[src/rtl/id_fwd_scoreboard_if.sv]
// ---------------------------------------------------------------------------
// id_fwd_scoreboard_if
//
// Purpose:
//   Bundles the decode-stage operand request, register-file read data,
//   downstream stage results and the resolved forwarding/stall outputs of
//   id_fwd_scoreboard into one interface.
//
// Parameters:
//   XLEN     datapath width
//   NSTAGES  number of tracked stages after ID (0 = EX, NSTAGES-1 = WB)
//   SELW     forward-select width, derived from NSTAGES
//
// Signals (direction seen from the slave, i.e. the scoreboard):
//   in  id_valid_inst, id_ra_idx, id_rb_idx, id_uses_ra, id_uses_rb,
//       id_reg_wr, id_rd_mem, id_dest_reg_idx, flush
//   in  regf_rda, regf_rdb            register-file read data
//   in  stage_result, stage_data_ok   per-stage result and ready flags
//   out id_ra_value_out, id_rb_value_out, fwd_sel_a, fwd_sel_b
//   out stall_out, issue_out, stall_cycles_out
//
// Modports:
//   master  driven by the decode stage / testbench
//   slave   used by the scoreboard
// ---------------------------------------------------------------------------
interface id_fwd_scoreboard_if #(
    parameter int XLEN    = 32,
    parameter int NSTAGES = 3
);
    localparam int SELW = $clog2(NSTAGES + 1);

    logic                    id_valid_inst;
    logic [4:0]              id_ra_idx;
    logic [4:0]              id_rb_idx;
    logic                    id_uses_ra;
    logic                    id_uses_rb;
    logic                    id_reg_wr;
    logic                    id_rd_mem;
    logic [4:0]              id_dest_reg_idx;
    logic                    flush;
    logic [XLEN-1:0]         regf_rda;
    logic [XLEN-1:0]         regf_rdb;
    logic [NSTAGES*XLEN-1:0] stage_result;
    logic [NSTAGES-1:0]      stage_data_ok;

    logic [XLEN-1:0]         id_ra_value_out;
    logic [XLEN-1:0]         id_rb_value_out;
    logic [SELW-1:0]         fwd_sel_a;
    logic [SELW-1:0]         fwd_sel_b;
    logic                    stall_out;
    logic                    issue_out;
    logic [15:0]             stall_cycles_out;

    modport master (
        output id_valid_inst, id_ra_idx, id_rb_idx, id_uses_ra, id_uses_rb,
               id_reg_wr, id_rd_mem, id_dest_reg_idx, flush,
               regf_rda, regf_rdb, stage_result, stage_data_ok,
        input  id_ra_value_out, id_rb_value_out, fwd_sel_a, fwd_sel_b,
               stall_out, issue_out, stall_cycles_out
    );

    modport slave (
        input  id_valid_inst, id_ra_idx, id_rb_idx, id_uses_ra, id_uses_rb,
               id_reg_wr, id_rd_mem, id_dest_reg_idx, flush,
               regf_rda, regf_rdb, stage_result, stage_data_ok,
        output id_ra_value_out, id_rb_value_out, fwd_sel_a, fwd_sel_b,
               stall_out, issue_out, stall_cycles_out
    );
endinterface

[src/rtl/id_fwd_scoreboard.sv]
// ---------------------------------------------------------------------------
// id_fwd_scoreboard
//
// Purpose:
//   Decode-stage operand hazard unit. Tracks the destination register of
//   every instruction in the NSTAGES stages after ID in a shift-register
//   scoreboard, resolves rs1/rs2 from the youngest in-flight producer (or
//   the register file), and stalls decode when that producer's result is
//   not final yet. Also counts stall cycles (saturating, 16 bit).
//
// Configuration macro:
//   FWD_BYPASS_EN  defined   -> full forwarding from any tracked stage
//                  undefined -> interlock only: selects stay 0, values come
//                               from the register file and any in-flight
//                               producer of a source operand stalls decode
//
// Ports:
//   clk   in   system clock, rising edge
//   rst   in   asynchronous, active-low reset
//   bus   slave modport of id_fwd_scoreboard_if (operand request, regfile
//         data, stage results in; resolved values, selects, stall, issue,
//         stall counter out)
// ---------------------------------------------------------------------------
module id_fwd_scoreboard #(
    parameter  int XLEN    = 32,
    parameter  int NSTAGES = 3,
    localparam int SELW    = $clog2(NSTAGES + 1)
) (
    input logic              clk,
    input logic              rst,
    id_fwd_scoreboard_if.slave bus
);

    typedef struct packed {
        logic       valid;
        logic       wr;
        logic [4:0] dest;
        logic       load;
    } sb_entry_t;

    sb_entry_t          r_sb [NSTAGES];
    logic [15:0]        r_stall_cnt;

    logic [NSTAGES-1:0] w_match_a;
    logic [NSTAGES-1:0] w_match_b;
    logic [SELW-1:0]    w_sel_a;
    logic [SELW-1:0]    w_sel_b;
    logic [XLEN-1:0]    w_val_a;
    logic [XLEN-1:0]    w_val_b;
    logic               w_wait_a;
    logic               w_wait_b;
    logic               w_stall;
    logic               w_issue;
    logic [NSTAGES-1:0] w_unused_load;
    logic               w_unused;

    // A stage only counts as a producer for an operand the instruction
    // really reads; x0 is hard-wired zero and never matches.
    always_comb begin
        w_match_a     = '0;
        w_match_b     = '0;
        w_unused_load = '0;
        for (int k = 0; k < NSTAGES; k++) begin
            w_match_a[k] = r_sb[k].valid && r_sb[k].wr &&
                           (r_sb[k].dest == bus.id_ra_idx) &&
                           (bus.id_ra_idx != 5'd0) && bus.id_uses_ra;
            w_match_b[k] = r_sb[k].valid && r_sb[k].wr &&
                           (r_sb[k].dest == bus.id_rb_idx) &&
                           (bus.id_rb_idx != 5'd0) && bus.id_uses_rb;
            w_unused_load[k] = r_sb[k].load;
        end
    end

`ifdef FWD_BYPASS_EN
    // Walk from oldest to youngest so the youngest match is the one left
    // standing. The select/value still point at that stage while it is not
    // ready; downstream ignores them because stall_out is high.
    always_comb begin
        w_sel_a  = '0;
        w_sel_b  = '0;
        w_val_a  = bus.regf_rda;
        w_val_b  = bus.regf_rdb;
        w_wait_a = 1'b0;
        w_wait_b = 1'b0;
        for (int k = NSTAGES - 1; k >= 0; k--) begin
            if (w_match_a[k]) begin
                w_sel_a  = SELW'(k + 1);
                w_val_a  = bus.stage_result[k*XLEN +: XLEN];
                w_wait_a = ~bus.stage_data_ok[k];
            end
            if (w_match_b[k]) begin
                w_sel_b  = SELW'(k + 1);
                w_val_b  = bus.stage_result[k*XLEN +: XLEN];
                w_wait_b = ~bus.stage_data_ok[k];
            end
        end
    end

    assign w_unused = ^w_unused_load;
`else
    // Interlock only: any in-flight producer blocks until it has retired.
    assign w_sel_a  = '0;
    assign w_sel_b  = '0;
    assign w_val_a  = bus.regf_rda;
    assign w_val_b  = bus.regf_rdb;
    assign w_wait_a = |w_match_a;
    assign w_wait_b = |w_match_b;

    assign w_unused = ^{w_unused_load, bus.stage_result, bus.stage_data_ok};
`endif

    // flush wins over a stall so a killed instruction never holds decode.
    assign w_stall = bus.id_valid_inst & ~bus.flush & (w_wait_a | w_wait_b);
    assign w_issue = bus.id_valid_inst & ~bus.flush & ~w_stall;

    assign bus.fwd_sel_a        = w_sel_a;
    assign bus.fwd_sel_b        = w_sel_b;
    assign bus.id_ra_value_out  = w_val_a;
    assign bus.id_rb_value_out  = w_val_b;
    assign bus.stall_out        = w_stall;
    assign bus.issue_out        = w_issue;
    assign bus.stall_cycles_out = r_stall_cnt;

    // Scoreboard advances every cycle in lockstep with the pipeline; a
    // stalled or flushed instruction enters EX as a bubble.
    always_ff @(posedge clk or negedge rst) begin
        if (!rst) begin
            for (int k = 0; k < NSTAGES; k++) begin
                r_sb[k] <= '0;
            end
            r_stall_cnt <= '0;
        end else begin
            for (int k = NSTAGES - 1; k > 0; k--) begin
                r_sb[k] <= r_sb[k-1];
            end
            if (w_issue) begin
                r_sb[0] <= {1'b1, bus.id_reg_wr, bus.id_dest_reg_idx, bus.id_rd_mem};
            end else begin
                r_sb[0] <= '0;
            end
            if (w_stall && (r_stall_cnt != 16'hFFFF)) begin
                r_stall_cnt <= r_stall_cnt + 16'd1;
            end
        end
    end

endmodule

[src/flat_wrapper.sv]
// flat-port wrapper written by rule: the top's interface ports become plain ports
module id_fwd_scoreboard_flat 
#(
    parameter  int XLEN    = 32,
    parameter  int NSTAGES = 3,
    localparam int SELW    = $clog2(NSTAGES + 1)
)
  (clk, rst, bus_id_valid_inst, bus_id_ra_idx, bus_id_rb_idx, bus_id_uses_ra, bus_id_uses_rb, bus_id_reg_wr, bus_id_rd_mem, bus_id_dest_reg_idx, bus_flush, bus_regf_rda, bus_regf_rdb, bus_stage_result, bus_stage_data_ok, bus_id_ra_value_out, bus_id_rb_value_out, bus_fwd_sel_a, bus_fwd_sel_b, bus_stall_out, bus_issue_out, bus_stall_cycles_out);
  id_fwd_scoreboard_if #(.XLEN(XLEN), .NSTAGES(NSTAGES)) bus_i ();
  input logic clk;
  input logic rst;
  input wire logic [$bits(bus_i.id_valid_inst)-1:0] bus_id_valid_inst;
  input wire logic [$bits(bus_i.id_ra_idx)-1:0] bus_id_ra_idx;
  input wire logic [$bits(bus_i.id_rb_idx)-1:0] bus_id_rb_idx;
  input wire logic [$bits(bus_i.id_uses_ra)-1:0] bus_id_uses_ra;
  input wire logic [$bits(bus_i.id_uses_rb)-1:0] bus_id_uses_rb;
  input wire logic [$bits(bus_i.id_reg_wr)-1:0] bus_id_reg_wr;
  input wire logic [$bits(bus_i.id_rd_mem)-1:0] bus_id_rd_mem;
  input wire logic [$bits(bus_i.id_dest_reg_idx)-1:0] bus_id_dest_reg_idx;
  input wire logic [$bits(bus_i.flush)-1:0] bus_flush;
  input wire logic [$bits(bus_i.regf_rda)-1:0] bus_regf_rda;
  input wire logic [$bits(bus_i.regf_rdb)-1:0] bus_regf_rdb;
  input wire logic [$bits(bus_i.stage_result)-1:0] bus_stage_result;
  input wire logic [$bits(bus_i.stage_data_ok)-1:0] bus_stage_data_ok;
  output wire logic [$bits(bus_i.id_ra_value_out)-1:0] bus_id_ra_value_out;
  output wire logic [$bits(bus_i.id_rb_value_out)-1:0] bus_id_rb_value_out;
  output wire logic [$bits(bus_i.fwd_sel_a)-1:0] bus_fwd_sel_a;
  output wire logic [$bits(bus_i.fwd_sel_b)-1:0] bus_fwd_sel_b;
  output wire logic [$bits(bus_i.stall_out)-1:0] bus_stall_out;
  output wire logic [$bits(bus_i.issue_out)-1:0] bus_issue_out;
  output wire logic [$bits(bus_i.stall_cycles_out)-1:0] bus_stall_cycles_out;
  assign bus_i.id_valid_inst = bus_id_valid_inst;
  assign bus_i.id_ra_idx = bus_id_ra_idx;
  assign bus_i.id_rb_idx = bus_id_rb_idx;
  assign bus_i.id_uses_ra = bus_id_uses_ra;
  assign bus_i.id_uses_rb = bus_id_uses_rb;
  assign bus_i.id_reg_wr = bus_id_reg_wr;
  assign bus_i.id_rd_mem = bus_id_rd_mem;
  assign bus_i.id_dest_reg_idx = bus_id_dest_reg_idx;
  assign bus_i.flush = bus_flush;
  assign bus_i.regf_rda = bus_regf_rda;
  assign bus_i.regf_rdb = bus_regf_rdb;
  assign bus_i.stage_result = bus_stage_result;
  assign bus_i.stage_data_ok = bus_stage_data_ok;
  assign bus_id_ra_value_out = bus_i.id_ra_value_out;
  assign bus_id_rb_value_out = bus_i.id_rb_value_out;
  assign bus_fwd_sel_a = bus_i.fwd_sel_a;
  assign bus_fwd_sel_b = bus_i.fwd_sel_b;
  assign bus_stall_out = bus_i.stall_out;
  assign bus_issue_out = bus_i.issue_out;
  assign bus_stall_cycles_out = bus_i.stall_cycles_out;
  id_fwd_scoreboard #(.XLEN(XLEN), .NSTAGES(NSTAGES)) u_core (.clk(clk), .rst(rst), .bus(bus_i));
endmodule
[config.mk]
export PLATFORM = sky130hd
export DESIGN_NAME = id_fwd_scoreboard_flat
export DESIGN_NICKNAME = d
export VERILOG_FILES = /design/src/rtl/id_fwd_scoreboard_if.sv /design/src/rtl/id_fwd_scoreboard.sv /design/src/flat_wrapper.sv
export SDC_FILE = /design/constraint.sdc
export NUM_CORES = 1
export LEC_CHECK = 0
export CORE_AREA = 5 5 103 105
export CTS_CLUSTER_SIZE = 12
export DETAILED_ROUTE_END_ITERATION = 8
export DIE_AREA = 0 0 108 110
export HOLD_SLACK_MARGIN = 0.08
export MAX_ROUTING_LAYER = met4
export PLACE_DENSITY = 0.73
export SLEW_MARGIN = 20
export SYNTH_ARGS = -nofsm -noshare
export SYNTH_HDL_FRONTEND = slang
export SYNTH_SLANG_ARGS = --single-unit
[constraint.sdc]
create_clock -name clk -period 3.7 [get_ports clk]
set_clock_uncertainty 0.2 [all_clocks]
set_input_delay 1.11 -clock clk [delete_from_list [all_inputs] [get_ports clk]]
set_output_delay 1.11 -clock clk [all_outputs]
set_load 0.01 [all_outputs]
After elaboration in Yosys (flattened, before gate mapping)
Cells that the tools add are included.
Widths: inputs -> output; s select.
- add/subtract/negate cells: 1
- eq/ne operators: 7
- mux-type cells: 1
- bitwise gates (word level): 6
- reductions and logical operators: 26
- operators by type and width (cell ; count):
    $eq 5x5->1 ; 6
    $logic_and 1x1->1 ; 22
    $add 16x1->16 const B ; 1
    $ne 16x16->1 const B ; 1
    $reduce_bool 5->1 ; 2
    $mux 8 ; 1
    $reduce_or 3->1 ; 2
    $and 1x1->1 ; 3
    $not 1->1 ; 2
    $or 1x1->1 ; 1
- register bits after elaboration: 37
- input bits: 186
- output and inout bits: 86

Longest topological paths before layout
Gate-level depths: netlist (run 1).
- word-level depth: 10
- depth in mapped cells: 8
- depth with buffers taken out: 7

Worst setup path after synthesis (run 1)
No wires, ideal clock.
- path type: input -> output
- from: in bus_id_rb_idx[1]
- to: out bus_issue_out
- arrival time: 2.197 ns
- required time: 2.390 ns
- path slack: 0.193 ns
- stages on the path: 4
- buffers on the path: 0
- cells stage by stage: or4_1 -> o21ai_1 -> a31oi_2 -> nor3_2
- cells in the longest elaborated chain, start to end: 9
- elaborated cells between the ends (all ways): 18
- classes of those cells: eq/ne (3); bitwise (4); reduce/logical (11)
- RTL lines (what ; line ; source):
    start, declared ; flat_wrapper.sv:14 ; input wire logic [$bits(bus_i.id_rb_idx)-1:0] bus_id_rb_idx;
    $eq 5x5->1 ; id_fwd_scoreboard.sv:68 ; (r_sb[k].dest == bus.id_rb_idx) &&
    $logic_and 1x1->1 ; id_fwd_scoreboard.sv:67 ; w_match_b[k] = r_sb[k].valid && r_sb[k].wr &&
    $logic_and 1x1->1 ; id_fwd_scoreboard.sv:68 ;
    $logic_and 1x1->1 ; id_fwd_scoreboard.sv:69 ; (bus.id_rb_idx != 5'd0) && bus.id_uses_rb;
    $reduce_or 3->1 * ; id_fwd_scoreboard.sv:107 ; assign w_wait_b = |w_match_b;
    $or 1x1->1 * ; id_fwd_scoreboard.sv:113 ; assign w_stall = bus.id_valid_inst & ~bus.flush & (w_wait_a | w_wait_b);
    $and 1x1->1 * ; id_fwd_scoreboard.sv:113 ;
    $not 1->1 * ; id_fwd_scoreboard.sv:114 ; assign w_issue = bus.id_valid_inst & ~bus.flush & ~w_stall;
    $and 1x1->1 * ; id_fwd_scoreboard.sv:114 ;
    end, declared ; flat_wrapper.sv:30 ; output wire logic [$bits(bus_i.issue_out)-1:0] bus_issue_out;
Mark *: on every way between the ends. The rest lies on a longest branch, timed or not.

Final worst setup path (run 1)
- from: in bus_id_ra_idx[1]
- to: out bus_issue_out
- cells in the longest elaborated chain, start to end: 9
- elaborated cells between the ends (all ways): 18
- classes of those cells: eq/ne (3); bitwise (4); reduce/logical (11)
- RTL lines (what ; line ; source):
    start, declared ; flat_wrapper.sv:13 ; input wire logic [$bits(bus_i.id_ra_idx)-1:0] bus_id_ra_idx;
    $eq 5x5->1 ; id_fwd_scoreboard.sv:65 ; (r_sb[k].dest == bus.id_ra_idx) &&
    $logic_and 1x1->1 ; id_fwd_scoreboard.sv:64 ; w_match_a[k] = r_sb[k].valid && r_sb[k].wr &&
    $logic_and 1x1->1 ; id_fwd_scoreboard.sv:65 ;
    $logic_and 1x1->1 ; id_fwd_scoreboard.sv:66 ; (bus.id_ra_idx != 5'd0) && bus.id_uses_ra;
    $reduce_or 3->1 * ; id_fwd_scoreboard.sv:106 ; assign w_wait_a = |w_match_a;
    $or 1x1->1 * ; id_fwd_scoreboard.sv:113 ;
    $and 1x1->1 * ; id_fwd_scoreboard.sv:113 ;
    $not 1->1 * ; id_fwd_scoreboard.sv:114 ;
    $and 1x1->1 * ; id_fwd_scoreboard.sv:114 ;
Marked as above.

==> flow_metrics.py, run 1 <==
metrics = {
    "run_status": {
        "status": "finished with violations",
        "violations": "setup timing",
    },
    "yosys": {
        "syn_inst": 208,
        "syn_avg_cell_area_um2": 10.7,
        "yosys_register_bits": 37,
        "synth_ff_type": "dfrtp_1",
        "yosys.area.top_type": "dfrtp_1",
        "synthArstFlopShare_pct": 100,
        "synth_most_common_cell": "buf_4",
        "yosys_warnings": 0,
        "synth_area_leaders": "dfrtp_1, buf_4, xor2_1, xnor2_1, nand4_1",
        "ys_seq_area_share_pct": 41.5,
        "yosysTopAreaCellShare_pct": 41.5,
        "synth_area_um2": 2230,
        "ys_top_cells_by_count": "buf_4, dfrtp_1, xor2_1",
        "synth-edff-count": 0,
        "ys_types": 27,
    },
    "clock_tree": {
        "clk_pin_slew_ns": 0.07,
        "clk_latency_ns": 0.28,
        "clock_path_buffers": 2,
        "cts_buffers": 5,
        "numClockSinks": 37,
        "cts_tree": "built",
        "hold_buffers": 0,
        "htreeDepth": 2,
        "clock-root-buffer": "clkbuf_8",
    },
    "worst_setup_path": {
        "crit_path_frequent_cell": "buf_2",
        "cp-end-kind": "primary output",
        "path_delay_family": "simple AND/OR/NAND/NOR gates",
        "cp.arrival_ns": 2.52,
        "worstPathBufferInverterCount": 3,
        "slowest_stage": "or4_1",
        "worstPathMaxFanout": 4,
        "rrSetupSlack_ns": 1.27,
        "start_kind": "primary input",
        "path_cells": "buf_2, or4_1, o21ai_2, a31oi_4, buf_4, nor3_4, buf_2",
        "critPathKind": "primary input to primary output",
        "critPathMaxStageDelay_ns": 0.55,
        "required_ns": 2.39,
    },
    "final_layout": {
        "final_area_um2": 2570,
        "num-fill-cells": 1007,
        "diodes": 0,
        "multiInputGateArea_um2": 866,
        "area_growth_pct": 15.2,
        "layout-drive-gt1-share_pct": 24.1,
        "layout.nets": 389,
        "register_area_um2": 926,
    },
    "place": {
        "placed_area_um2": 2350,
        "gp_congestion": 0.789,
        "pre_cts_slack_ns": -1.06,
        "port_buffers": 39,
        "dpl.hpwl_um": 3490,
    },
    "timing": {
        "fin_ws_ns": -0.132,
        "tightest_slew_ns": 0.577,
        "slew_headroom_pct": 61.5,
        "finalMaxSlewViolations": 0,
        "fin_crit_sh_pct": 104,
        "final.min_clock_period_ns": 3.83,
        "tns_ns": -0.252,
        "rsz0062_at_grt": "yes",
        "finalHoldViolations": 0,
        "setup_viol": 2,
        "max_freq_mhz": 261,
        "holdWs_ns": 0.207,
    },
    "flow_run": {
        "maxCapViolations": 0,
    },
    "drt": {
        "final_antenna_net_count": 0,
        "wire_per_inst_um": 13.9,
        "drcViolationCount": 0,
        "drt-vias-per-instance": 3.94,
        "drtIter0Drc": 19,
        "routed_wl_um": 4660,
        "vias": 1323,
        "dr.pass1.iters": 2,
    },
    "die": {
        "start_util_pct": 23.3,
        "die_area_um2": 11900,
        "dieWidth_um": 108,
        "pin_count": 272,
        "fp.coreArea_um2": 9550,
        "num_rows": 36,
        "die_h_um": 110,
    },
    "power": {
        "ir_worst_vdd_mv": 0.138,
        "leakage_nw": 1.11,
        "p_per_area_nw_per_um2": 340,
    },
    "global_routing": {
        "grt_pass1_vias": 1503,
        "grt_pass1_wl_um": 7490,
        "overflow": 0,
        "antenna_found_initial": 0,
        "grt_start_max_net_pins": 38,
        "gr-usage-all-layers_pct": 8.34,
    },
    "worst_hold_path": {
        "hp-class": "flop to flop",
    },
}
==> final timing paths <==
kind,startpoint,endpoint,cells after the start
max in group asynchronous,rst,u_core.r_sb[12],2
min in group asynchronous,rst,u_core.bus.stall_cycles_out[4],2
min,u_core.r_sb[15],u_core.r_sb[7],0
max,bus_id_ra_idx[1],bus_issue_out,7
min reg2reg,u_core.r_sb[15],u_core.r_sb[7],0
max reg2reg,u_core.r_sb[21],u_core.bus.stall_cycles_out[1],8
==> cells by family (layout without fill, tap and decap cells) <==
group                    Yosys count  count (layout)  synth area share [%]
multiplexers                       1               1                 0.505
adder cells (fa/ha/maj)            1               1                 0.561
AO/OA/AOI/OAI                      6               6                  2.64
flip-flops                        37              37                  41.5
XOR/XNOR                          45              45                  17.7
AND/OR/NAND/NOR                   48              48                  13.4
buffers and inverters             69              61                  23.6
other                              1               4                 0.168
==> area by class of cell <==
cell class                 instances  area share, %
timing repair buffer              53           19.1
tap                              133           6.48
clock inverter                     2           1.46
sequential                        37           36.1
clock buffer                       6           3.22
multi-input combinational        105           33.7
==> state kept, by name, indices dropped and copies added (netlist names) <==
register / cells
u_core.bus.stall_cycles_out: 16
u_core.r_sb: 21
==> cells in the final DEF (no fill, tap or decap), drive strengths merged, types with 2 or more instances in the layout <==
master / instances
a31oi: 2
and2: 6
and3: 5
buf: 24
clkbuf: 6
clkdlybuf4s50: 27
conb: 4
dfrtp: 37
nand2: 7
nand3: 4
nand4: 12
nor2: 2
nor3: 2
nor4: 6
o21ai: 2
or4: 2
xnor2: 20
xor2: 25
==> per-stage QoR <==
| step | util [%] | power [mW] | instances |
|---|---|---|---|
| after global placement | 24.7 | 0.512 | 325 |
| after floorplan | - | 0.535 | 211 |
| after global routing | 26.9 | 0.916 | 336 |
| final | 26.9 | 0.872 | 336 |
| after detailed placement | 24.7 | 0.515 | 325 |
| after CTS | 26.5 | 0.882 | 335 |
==> report_power, final <==
group	switching [mW]	total, mW	internal, mW
combinational	0.0424	0.0889	0.0465
sequential	0.00954	0.424	0.414
clock	0.141	0.360	0.219
total	0.193	0.872	0.680
==> timing repair <==
item	in CTS	in global routing
endpoints found under the setup margin	2	2
pin swaps	15	5
gates resized for setup	64	7
setup buffers	2	1
==> per-layer routing <==
layer	vias up	GRT usage, %	wire (µm)
met5	-	-	0
met4	0	3.88	180
met3	21	3.79	457
met2	70	12.1	2020
met1	623	9.92	2010
li1	609	-	-
Note: power is estimated with default switching activity, not from simulation.
==> inputs of run 2 (changes only) <==
--- a/config.mk
+++ b/config.mk
@@ -12,6 +12,7 @@
 export HOLD_SLACK_MARGIN = 0.08
 export MAX_ROUTING_LAYER = met4
 export PLACE_DENSITY = 0.73
+export RECOVER_POWER = 100
 export SLEW_MARGIN = 20
 export SYNTH_ARGS = -nofsm -noshare
 export SYNTH_HDL_FRONTEND = slang
==> flow_metrics.py, run 2 (synthesis gave the netlist of run 1 again) <==
metrics = {
    "worst_setup_path": {
        "critPathKind": "primary input to primary output",
        "regToRegStartpoint": "u_core.r_sb[21]",
        "cp-end-kind": "primary output",
        "required_ns": 2.39,
        "slowest_stage": "or4_1",
        "crit_path_frequent_cell": "buf_2",
        "r2r-end": "u_core.bus.stall_cycles_out[1]",
        "path_delay_family": "simple AND/OR/NAND/NOR gates",
        "cp.arrival_ns": 2.52,
        "r2r.worst_path.cells": 8,
        "path_cells": "buf_2, or4_1, o21ai_2, a31oi_4, buf_4, nor3_4, buf_2",
        "worstPathMaxFanout": 4,
        "rrSetupSlack_ns": 1.27,
        "critPathMaxStageDelay_ns": 0.55,
        "start_kind": "primary input",
        "worstPathBufferInverterCount": 3,
    },
    "place": {
        "placed_cells": 325,
        "dpl.hpwl_um": 3490,
        "gp_congestion": 0.789,
        "port_buffers": 39,
    },
    "final_layout": {
        "top_register": "u_core.r_sb",
        "final_common_cell": "dfrtp_1",
        "utilization_pct": 26.9,
        "instances_no_fill": 336,
        "layout-drive-gt1-share_pct": 24.1,
        "diodes": 0,
        "area_growth_pct": 15.0,
        "final_cell_mix": "dfrtp_1, xor2_1, xnor2_1, clkdlybuf4s50_1",
        "largest_reg_flops": 21,
        "layout.nets": 389,
    },
    "clock_tree": {
        "clk_pin_slew_ns": 0.07,
        "cts_buffers": 5,
        "numClockSinks": 37,
        "clock-root-buffer": "clkbuf_8",
        "clock_path_buffers": 2,
        "cts_tree": "built",
        "hold_buffers": 0,
        "clk_latency_ns": 0.28,
        "htreeDepth": 2,
    },
    "timing": {
        "max_freq_mhz": 261,
        "final.min_clock_period_ns": 3.83,
        "tightest_slew_ns": 0.917,
        "fin_crit_sh_pct": 104,
        "rsz0062_at_grt": "yes",
        "slew_headroom_pct": 38.9,
        "setup_viol": 2,
        "finalMaxSlewViolations": 0,
        "fin_ws_ns": -0.132,
        "tns_ns": -0.251,
        "finalHoldViolations": 0,
    },
    "drt": {
        "routed_wl_um": 4660,
        "drcViolationCount": 0,
        "dr.pass1.iters": 2,
        "vias": 1320,
        "final_antenna_net_count": 0,
        "wire_per_inst_um": 13.9,
        "drtIter0Drc": 18,
        "drt-vias-per-instance": 3.93,
    },
    "worst_hold_path": {
        "hp-class": "flop to flop",
        "hp-start": "u_core.r_sb[15]",
        "hold_depth": 0,
        "worstHoldEndpoint": "u_core.r_sb[7]",
    },
    "die": {
        "fp.coreArea_um2": 9550,
        "start_util_pct": 23.3,
        "pin_count": 272,
        "die_h_um": 110,
        "dieWidth_um": 108,
        "num_rows": 36,
        "die_area_um2": 11900,
    },
    "power": {
        "ir_worst_vdd_mv": 0.137,
        "finalPower_mw": 0.872,
        "p_per_area_nw_per_um2": 340,
        "leakage_nw": 1.14,
    },
    "global_routing": {
        "gr-usage-all-layers_pct": 8.34,
        "grt_start_max_net_pins": 38,
        "antenna_found_initial": 0,
        "overflow": 0,
        "grt_pass1_wl_um": 7490,
        "grt_pass1_vias": 1503,
    },
    "flow_run": {
        "maxCapViolations": 0,
    },
    "run_status": {
        "violations": "setup timing",
        "status": "finished with violations",
    },
}
## run 2: how the worst max path moves through the flow
| stage | endpoint | cells after the start | startpoint |
|---|---|---|---|
| after floorplan | bus_issue_out | 4 | bus_id_rb_idx[1] |
| after global placement | bus_stall_out | 8 | bus_id_ra_idx[4] |
| after detailed placement | bus_stall_out | 8 | bus_id_ra_idx[4] |
| after CTS | bus_stall_out | 9 | bus_id_ra_idx[2] |
| after global routing | bus_stall_out | 8 | bus_id_ra_idx[4] |
| final | bus_issue_out | 7 | bus_id_ra_idx[1] |
## run 2: area by class of cell
type,count,area (µm²)
multi-input combinational,105,866
sequential,37,926
tap,133,166
timing repair buffer,53,487
fill,1008,6980
clock buffer,6,82.6
clock inverter,2,37.5
## run 2: worst reg2reg max path, delay by kind of cell (launching register included)
kind                      cells  cell delay (ns)
DFF                           1             0.42
xor gates and xnor gates      1             0.18
and+or+nand+nor               2             0.45
AOI/OAI and AO/OA             2             0.48
buffers and inverters         2             0.23
muxes                         1             0.35
## run 2: per-stage QoR
step / hold slack [ns] / setup WS [ns] / cell area, µm²
floorplan: 0.173 / 0.193 / 2240
global placement: 0.186 / -1.02 / 2350
finish: 0.207 / -0.132 / 2560
CTS: 0.203 / -0.213 / 2530
detailed placement: 0.186 / -1.06 / 2350
global route: 0.223 / -0.240 / 2560
## run 2: where the power goes
| part | total, mW | switching, mW | internal [mW] |
|---|---|---|---|
| Combinational | 0.0881 | 0.0424 | 0.0456 |
| Clock | 0.360 | 0.141 | 0.219 |
| Sequential | 0.424 | 0.00949 | 0.414 |
| Total | 0.872 | 0.193 | 0.679 |
## run 2: metal layers
metal / vias up / track usage (%) / share of wire (%) / routed length, µm
met5: - / - / 0 / 0
met4: 0 / 3.88 / 3.9 / 180
met3: 21 / 3.79 / 9.8 / 457
met2: 70 / 12.1 / 43 / 2010
met1: 619 / 9.92 / 43 / 2010
li1: 610 / - / - / -
## run 2: timing repair
action                     CTS  global route
hold endpoints to repair     0             0
pin swaps                   15             5
setup buffers                2             1
setup endpoints to repair    2             2
resized for setup           64             7
